File: src/rtl/input_mapper_if.sv
// Player-input bus between the hps_io side (master) and input_mapper (slave).
// Carries PS/2 events, joysticks, keymap writes and the merged, registered controls.
interface input_mapper_if #(
  parameter int PLAYERS = 2,
  parameter int JOY_W   = 10,
  parameter int SERVICE = 2
);
  localparam int N  = PLAYERS * JOY_W + SERVICE;
  localparam int AW = (N > 1) ? $clog2(N) : 1;

  logic [10:0]              ps2_key;
  logic [PLAYERS*JOY_W-1:0] joystick;
  logic                     map_wr;
  logic [AW-1:0]            map_addr;
  logic [9:0]               map_data;
  logic                     key_clear;
  logic [PLAYERS*JOY_W-1:0] autofire_en;
  logic [PLAYERS*JOY_W-1:0] ctrl_out;
  logic [SERVICE-1:0]       service_out;

  modport master (
    output ps2_key, joystick, map_wr, map_addr, map_data, key_clear, autofire_en,
    input  ctrl_out, service_out
  );

  modport slave (
    input  ps2_key, joystick, map_wr, map_addr, map_data, key_clear, autofire_en,
    output ctrl_out, service_out
  );
endinterface

File: src/rtl/input_mapper.sv
// Table-driven PS/2 keymap merged with joysticks, plus per-bit autofire and coin stretch.
// Registered outputs: 1 cycle from joystick/autofire phase, 2 edges from a PS/2 event; no backpressure.
module input_mapper #(
  parameter int          PLAYERS   = 2,
  parameter int          JOY_W     = 10,
  parameter int          SERVICE   = 2,
  parameter int          COIN_BIT  = 8,
  parameter logic [15:0] COIN_HOLD = 16'd50000,
  parameter logic [23:0] AF_DIV    = 24'd400000
) (
  input  logic           clk_sys,
  input  logic           RESET,
  input_mapper_if.slave  io
);
  localparam int PW = PLAYERS * JOY_W;
  localparam int N  = PW + SERVICE;
  localparam int AW = (N > 1) ? $clog2(N) : 1;

  logic [N-1:0]  map_valid;
  logic [N-1:0]  map_ext;
  logic [7:0]    map_code [N];
  logic          old_tog;
  logic          primed;
  logic          ps2_evt;
  logic          wr_ok;
  logic [N-1:0]  key_state;
  logic [N-1:0]  key_next;
  logic [23:0]   af_cnt;
  logic          af_phase;
  logic [15:0]   cc [PLAYERS];
  logic [PLAYERS-1:0] coin_prev;
  logic [PW-1:0] raw;
  logic [PW-1:0] ctrl_next;

  // The first edge after reset only captures the toggle, so a stale level never decodes.
  assign ps2_evt = primed & (io.ps2_key[10] != old_tog);
  assign wr_ok   = io.map_wr & ({1'b0, io.map_addr} < (AW+1)'(N));

  always_ff @(posedge clk_sys or posedge RESET) begin
    if (RESET) begin
      map_valid <= '0;
      map_ext   <= '0;
      for (int i = 0; i < N; i++) map_code[i] <= '0;
    end else if (wr_ok) begin
      map_valid[io.map_addr] <= io.map_data[9];
      map_ext[io.map_addr]   <= io.map_data[8];
      map_code[io.map_addr]  <= io.map_data[7:0];
    end
  end

  // Decode uses the pre-write table; clear and entry rewrite override the decoded level.
  always_comb begin
    key_next = key_state;
    if (ps2_evt) begin
      for (int i = 0; i < N; i++) begin
        if (map_valid[i] && (map_ext[i] == io.ps2_key[8]) && (map_code[i] == io.ps2_key[7:0]))
          key_next[i] = io.ps2_key[9];
      end
    end
    if (io.key_clear) key_next = '0;
    if (wr_ok) key_next[io.map_addr] = 1'b0;
  end

  always_ff @(posedge clk_sys or posedge RESET) begin
    if (RESET) begin
      old_tog   <= 1'b0;
      primed    <= 1'b0;
      key_state <= '0;
    end else begin
      old_tog   <= io.ps2_key[10];
      primed    <= 1'b1;
      key_state <= key_next;
    end
  end

  always_ff @(posedge clk_sys or posedge RESET) begin
    if (RESET) begin
      af_cnt   <= '0;
      af_phase <= 1'b0;
    end else if (af_cnt == AF_DIV - 24'd1) begin
      af_cnt   <= '0;
      af_phase <= ~af_phase;
    end else begin
      af_cnt   <= af_cnt + 24'd1;
    end
  end

  assign raw = key_state[PW-1:0] | io.joystick;

  always_ff @(posedge clk_sys or posedge RESET) begin
    if (RESET) begin
      coin_prev <= '0;
      for (int p = 0; p < PLAYERS; p++) cc[p] <= '0;
    end else begin
      for (int p = 0; p < PLAYERS; p++) begin
        coin_prev[p] <= raw[p*JOY_W+COIN_BIT];
        if (raw[p*JOY_W+COIN_BIT] && !coin_prev[p])
          cc[p] <= COIN_HOLD - 16'd1;
        else if (cc[p] != '0)
          cc[p] <= cc[p] - 16'd1;
      end
    end
  end

  always_comb begin
    ctrl_next = raw;
    for (int i = 0; i < PW; i++) begin
      if (io.autofire_en[i] && ((i % JOY_W) != COIN_BIT))
        ctrl_next[i] = raw[i] & ~af_phase;
    end
    for (int p = 0; p < PLAYERS; p++)
      ctrl_next[p*JOY_W+COIN_BIT] = raw[p*JOY_W+COIN_BIT] | (cc[p] != '0);
  end

  always_ff @(posedge clk_sys or posedge RESET) begin
    if (RESET) begin
      io.ctrl_out    <= '0;
      io.service_out <= '0;
    end else begin
      io.ctrl_out    <= ctrl_next;
      io.service_out <= key_state[N-1:PW];
    end
  end
endmodule

File: src/flat_wrapper.sv
// flat-port wrapper written by rule: the top's interface ports become plain ports
module input_mapper_flat 
#(
  parameter int          PLAYERS   = 2,
  parameter int          JOY_W     = 10,
  parameter int          SERVICE   = 2,
  parameter int          COIN_BIT  = 8,
  parameter logic [15:0] COIN_HOLD = 16'd50000,
  parameter logic [23:0] AF_DIV    = 24'd400000
)
  (clk_sys, RESET, io_ps2_key, io_joystick, io_map_wr, io_map_addr, io_map_data, io_key_clear, io_autofire_en, io_ctrl_out, io_service_out);
  input_mapper_if #(.PLAYERS(PLAYERS), .JOY_W(JOY_W), .SERVICE(SERVICE)) io_i ();
  input  logic clk_sys;
  input  logic RESET;
  input wire logic [$bits(io_i.ps2_key)-1:0] io_ps2_key;
  input wire logic [$bits(io_i.joystick)-1:0] io_joystick;
  input wire logic [$bits(io_i.map_wr)-1:0] io_map_wr;
  input wire logic [$bits(io_i.map_addr)-1:0] io_map_addr;
  input wire logic [$bits(io_i.map_data)-1:0] io_map_data;
  input wire logic [$bits(io_i.key_clear)-1:0] io_key_clear;
  input wire logic [$bits(io_i.autofire_en)-1:0] io_autofire_en;
  output wire logic [$bits(io_i.ctrl_out)-1:0] io_ctrl_out;
  output wire logic [$bits(io_i.service_out)-1:0] io_service_out;
  assign io_i.ps2_key = io_ps2_key;
  assign io_i.joystick = io_joystick;
  assign io_i.map_wr = io_map_wr;
  assign io_i.map_addr = io_map_addr;
  assign io_i.map_data = io_map_data;
  assign io_i.key_clear = io_key_clear;
  assign io_i.autofire_en = io_autofire_en;
  assign io_ctrl_out = io_i.ctrl_out;
  assign io_service_out = io_i.service_out;
  input_mapper #(.PLAYERS(PLAYERS), .JOY_W(JOY_W), .SERVICE(SERVICE), .COIN_BIT(COIN_BIT), .COIN_HOLD(COIN_HOLD), .AF_DIV(AF_DIV)) u_core (.clk_sys(clk_sys), .RESET(RESET), .io(io_i));
endmodule
File: config.mk
export PLATFORM = sky130hd
export DESIGN_NAME = input_mapper_flat
export DESIGN_NICKNAME = d
export VERILOG_FILES = /design/src/rtl/input_mapper_if.sv /design/src/rtl/input_mapper.sv /design/src/flat_wrapper.sv
export SDC_FILE = /design/constraint.sdc
export NUM_CORES = 1
export LEC_CHECK = 0
export ABC_CLOCK_PERIOD_IN_PS = 9900
export BUFFER_PORTS_ARGS = -buffer_cell sky130_fd_sc_hd__buf_2
export CORE_ASPECT_RATIO = 0.9
export CORE_MARGIN = 2
export CORE_UTILIZATION = 55
export CTS_BUF_LIST = sky130_fd_sc_hd__clkbuf_16
export DETAILED_ROUTE_END_ITERATION = 10
export PLACE_DENSITY = 0.83
export RECOVER_POWER = 100
export SYNTH_ARGS = -nofsm -noshare
export SYNTH_HDL_FRONTEND = slang
export SYNTH_SLANG_ARGS = --single-unit
File: constraint.sdc
create_clock -name clk_sys -period 9.9 [get_ports clk_sys]
set_clock_uncertainty 0.15 [all_clocks]
set_input_delay 0.495 -clock clk_sys [delete_from_list [all_inputs] [get_ports clk_sys]]
set_output_delay 0.495 -clock clk_sys [all_outputs]
set_load 0.01 [all_outputs]
==> results.toml <==
[drt]
m1WireLength_mm = 16.45
wl_met3_mm = 2.540
drt_pass1_iterations = 6
maxUsedRoutingLayer = "met5"
wl_per_cell_um = 21.44
routed_via_density = 6.053
ant_nets = 0
drt_first_iter_violations = 776
wl_met2_mm = 17.61
wl_mm = 37.50
vias = 10586
drc = 0

[power]
internal_power_mw = 2.582
p_comb_share_pct = 15.4
pwr-share-clk_pct = 37.0
pwr-share-seq_pct = 47.6
power_mw = 3.487
p_leak_nw = 7.320
powerDensity_nw_per_um2 = 200.3
ir_worst_vdd_uv = 156.0
p_sw_share_pct = 25.93
switchingPower_mw = 0.9042

[setup_path]
cp_slowest_cell = "clkinvlp_2"
cp_max_fo = 89
critical_path_class = "in -> async"
cp.required_ns = 10.23
cp_cell_sequence = "dlygate4sd3_1 > buf_2 > clkinvlp_2 > buf_4 > buf_4"
end_kind = "async pin"
cpPeakStageDelay_ns = 2.03
start_kind = "input pin"
critPathMostFrequentCell = "buf_4"
arrival_ns = 5.33

[timing]
finalHoldViolCount = 0
fmaxAchievable_ghz = 0.1998
post-route-period-util_pct = 50.56
whs_ns = 0.01691
setup_tns_ns = 0
rsz0062_at_grt = "no"
report.final.setup_viol = 0
fin_ws_ns = 4.894
fin_crit_ns = 5.006
relSlewSlack_pct = -142.8
report.final.slew_viol_count = 117
worst_slew_pin_slew_ns = 3.622

[synthesis]
synth.distinct_cells = 48
synth_ff_type = "dfrtp_1"
synth_cells = 1292
synth_simple_gate_area_share_pct = 10.93
synth_top_area_share_pct = 52.45
yosys.area_share.adder_pct = 0.4035
async_flop_share_pct = 100.0
synthTopCellsByArea = "dfrtp_1 52%, mux2_2 16%, xnor2_1 12%, nand4_1 3.1%, a21oi_1 1.6%"
synth_compound_area_share_pct = 4.728
synth_top_family_by_area = "multiplexers"
ys_ff_latch = 325
synth_nets = 1367
yosys.area.top_type = "dfrtp_1"
netlist_area_um2 = 15510
yosys_warnings = 0
synth_mux_area_share_pct = 16.75
yosysSeqAreaShare_pct = 52.45
synthXorXnorAreaFrac_pct = 12.48
synth-edff-count = 0
avgSynthCellArea_um2 = 12.00

[cts]
clk-insertion-delay-late_ns = 0.52
postCtsHoldBufs = 19
cts_tree = "done"
clock-sinks = 325
htreeDepth = 2
cts_root_buf = "clkbuf_16"
clk_path_buf_depth = 3
clk_pin_slew_ns = 0.06
cts_setup_buffers = 0
cts_resized = 0
cts_buffers = 35

[placed_design]
pre_cts_ws_ns = 6.509
postPlaceCellArea_um2 = 16170
hpwl_mm = 21.04
portBuffers = 89
finalWeightedCongestion = 0.8042

[final_layout]
n_antenna_cell = 0
area_delta_synth_final_pct = 12.27
final_layout_size_suffix_gt1_share_pct = 24.62
post-route-cell-area_um2 = 17410
fin_nets = 1439
final_common_cell = "dfrtp_1"
final_cell_mix = "325 x dfrtp_1, 220 x mux2_2, 210 x xnor2_1"

[run_status]
violations = "max-capacitance violations, max-slew violations"
outcome = "finished, violations left"

[die]
start_util_pct = 55.64
ioPinCount = 92
die_w_um = 181.0
die_h_um = 163.3
rows = 58
dieArea_um2 = 29550
coreArea_um2 = 27870

[global_routing]
grt_pass1_wl_mm = 59.31
grt_pass1_vias = 10878
grt_max_degree = 90
grt.overflow.total = 0
grt.total_usage_pct = 25.84
grt_antenna_before_repair = 1

[flow_run]
cap_violations = 3

[min_path]
min_path_type = "in -> reg"
power by group through the flow:
stage	logic, mW	clock network, mW	registers, mW
3_5_place_dp	0.531	0	1.68
3_3_place_gp	0.508	0	1.66
2_1_floorplan	0.426	0	1.65
4_1_cts	0.543	1.30	1.66
6_report	0.538	1.29	1.66
5_1_grt	0.591	1.36	1.68
critical path: cells and delay by family:
kind                   cells  cell delay (ns)
buffers and inverters      5             4.75
per-layer routing:
layer | vias to the layer above | GRT usage (%)
met5 | - | 0
met4 | 2 | 7.428
met3 | 79 | 4.326
met2 | 364 | 42.88
met1 | 5417 | 35.44
li1 | 4724 | -
path summary, 6_finish.rpt:
check	from	depth (start not counted)	end	slack [ns]
worst max-delay path	RESET	5	u_core.key_state[20]$_DFF_PP0_	4.89
worst min-delay path	io_autofire_en[11]	2	u_core.io.ctrl_out[11]$_DFF_PP0_	0.02
worst max register to register	u_core.old_tog$_DFF_PP0_	5	u_core.key_state[10]$_DFF_PP0_	7.06
worst min register to register	u_core.key_state[20]$_DFF_PP0_	0	u_core.io.service_out[0]$_DFF_PP0_	0.25
max in group clk_sys	io_map_addr[4]	4	u_core.map_code[152]$_DFFE_PP0P_	6.57
min in group asynchronous	RESET	3	u_core.io.ctrl_out[11]$_DFF_PP0_	1.47
cell type report:
| type | instances | area (µm²) |
|---|---|---|
| clock inverters | 26 | 222.7 |
| inverters | 10 | 38.79 |
| flip-flops and latches | 325 | 8133 |
| well taps | 360 | 450.4 |
| clock buffers | 36 | 900.9 |
| fillers | 2185 | 10460 |
| repair buffers | 116 | 645.6 |
| multi-input cells | 876 | 7018 |
kinds of logic (layout without fill, tap and decap cells):
kind of cell    Yosys count  after routing
compound gates          116            116
xor+xnor                221            221
fa+ha+maj                 5              5
buf+inv                  91            188
flops                   325            325
mux                     232            232
other cells               1              1
simple gates            301            301
cells in the mapped netlist (2+ instances only):
cell and count:
a21o_1 2, a21oi_1 49, and2_1 8, and3_1 10, and4_1 2, and4b_1 2
buf_1 18, buf_2 2, clkbuf_1 59, clkbuf_2 2, dfrtp_1 325, ha_1 5
inv_1 9, mux2_2 220, mux2i_1 12, nand2_1 43, nand2b_1 7, nand3_1 11
nand4_1 76, nor2_1 50, nor2b_1 6, nor3_1 17, nor4_1 26, nor4_2 2
nor4b_1 2, nor4bb_1 3, o211ai_1 2, o21a_1 17, o21ai_0 15, o31a_1 17
o31ai_1 11, or2_2 6, or3_1 9, or4_1 14, xnor2_1 210, xor2_1 11
flip-flops by register name, indices dropped and copies added, names as in the netlist:
signal and count:
u_core.map_code 176, u_core.cc 32, u_core.af_cnt 24, u_core.key_state 22
u_core.map_ext 22, u_core.map_valid 22, u_core.io.ctrl_out 20, u_core.coin_prev 2
u_core.io.service_out 2, u_core.af_phase 1, u_core.old_tog 1, u_core.primed 1
per-stage QoR:
stage	cells	util [%]
6_report	1749	62.47
5_1_grt	1749	62.47
4_1_cts	1749	62.73
3_5_place_dp	1668	58.02
3_3_place_gp	1668	58.02
2_1_floorplan	1292	-
(Power assumes the default switching activity.)
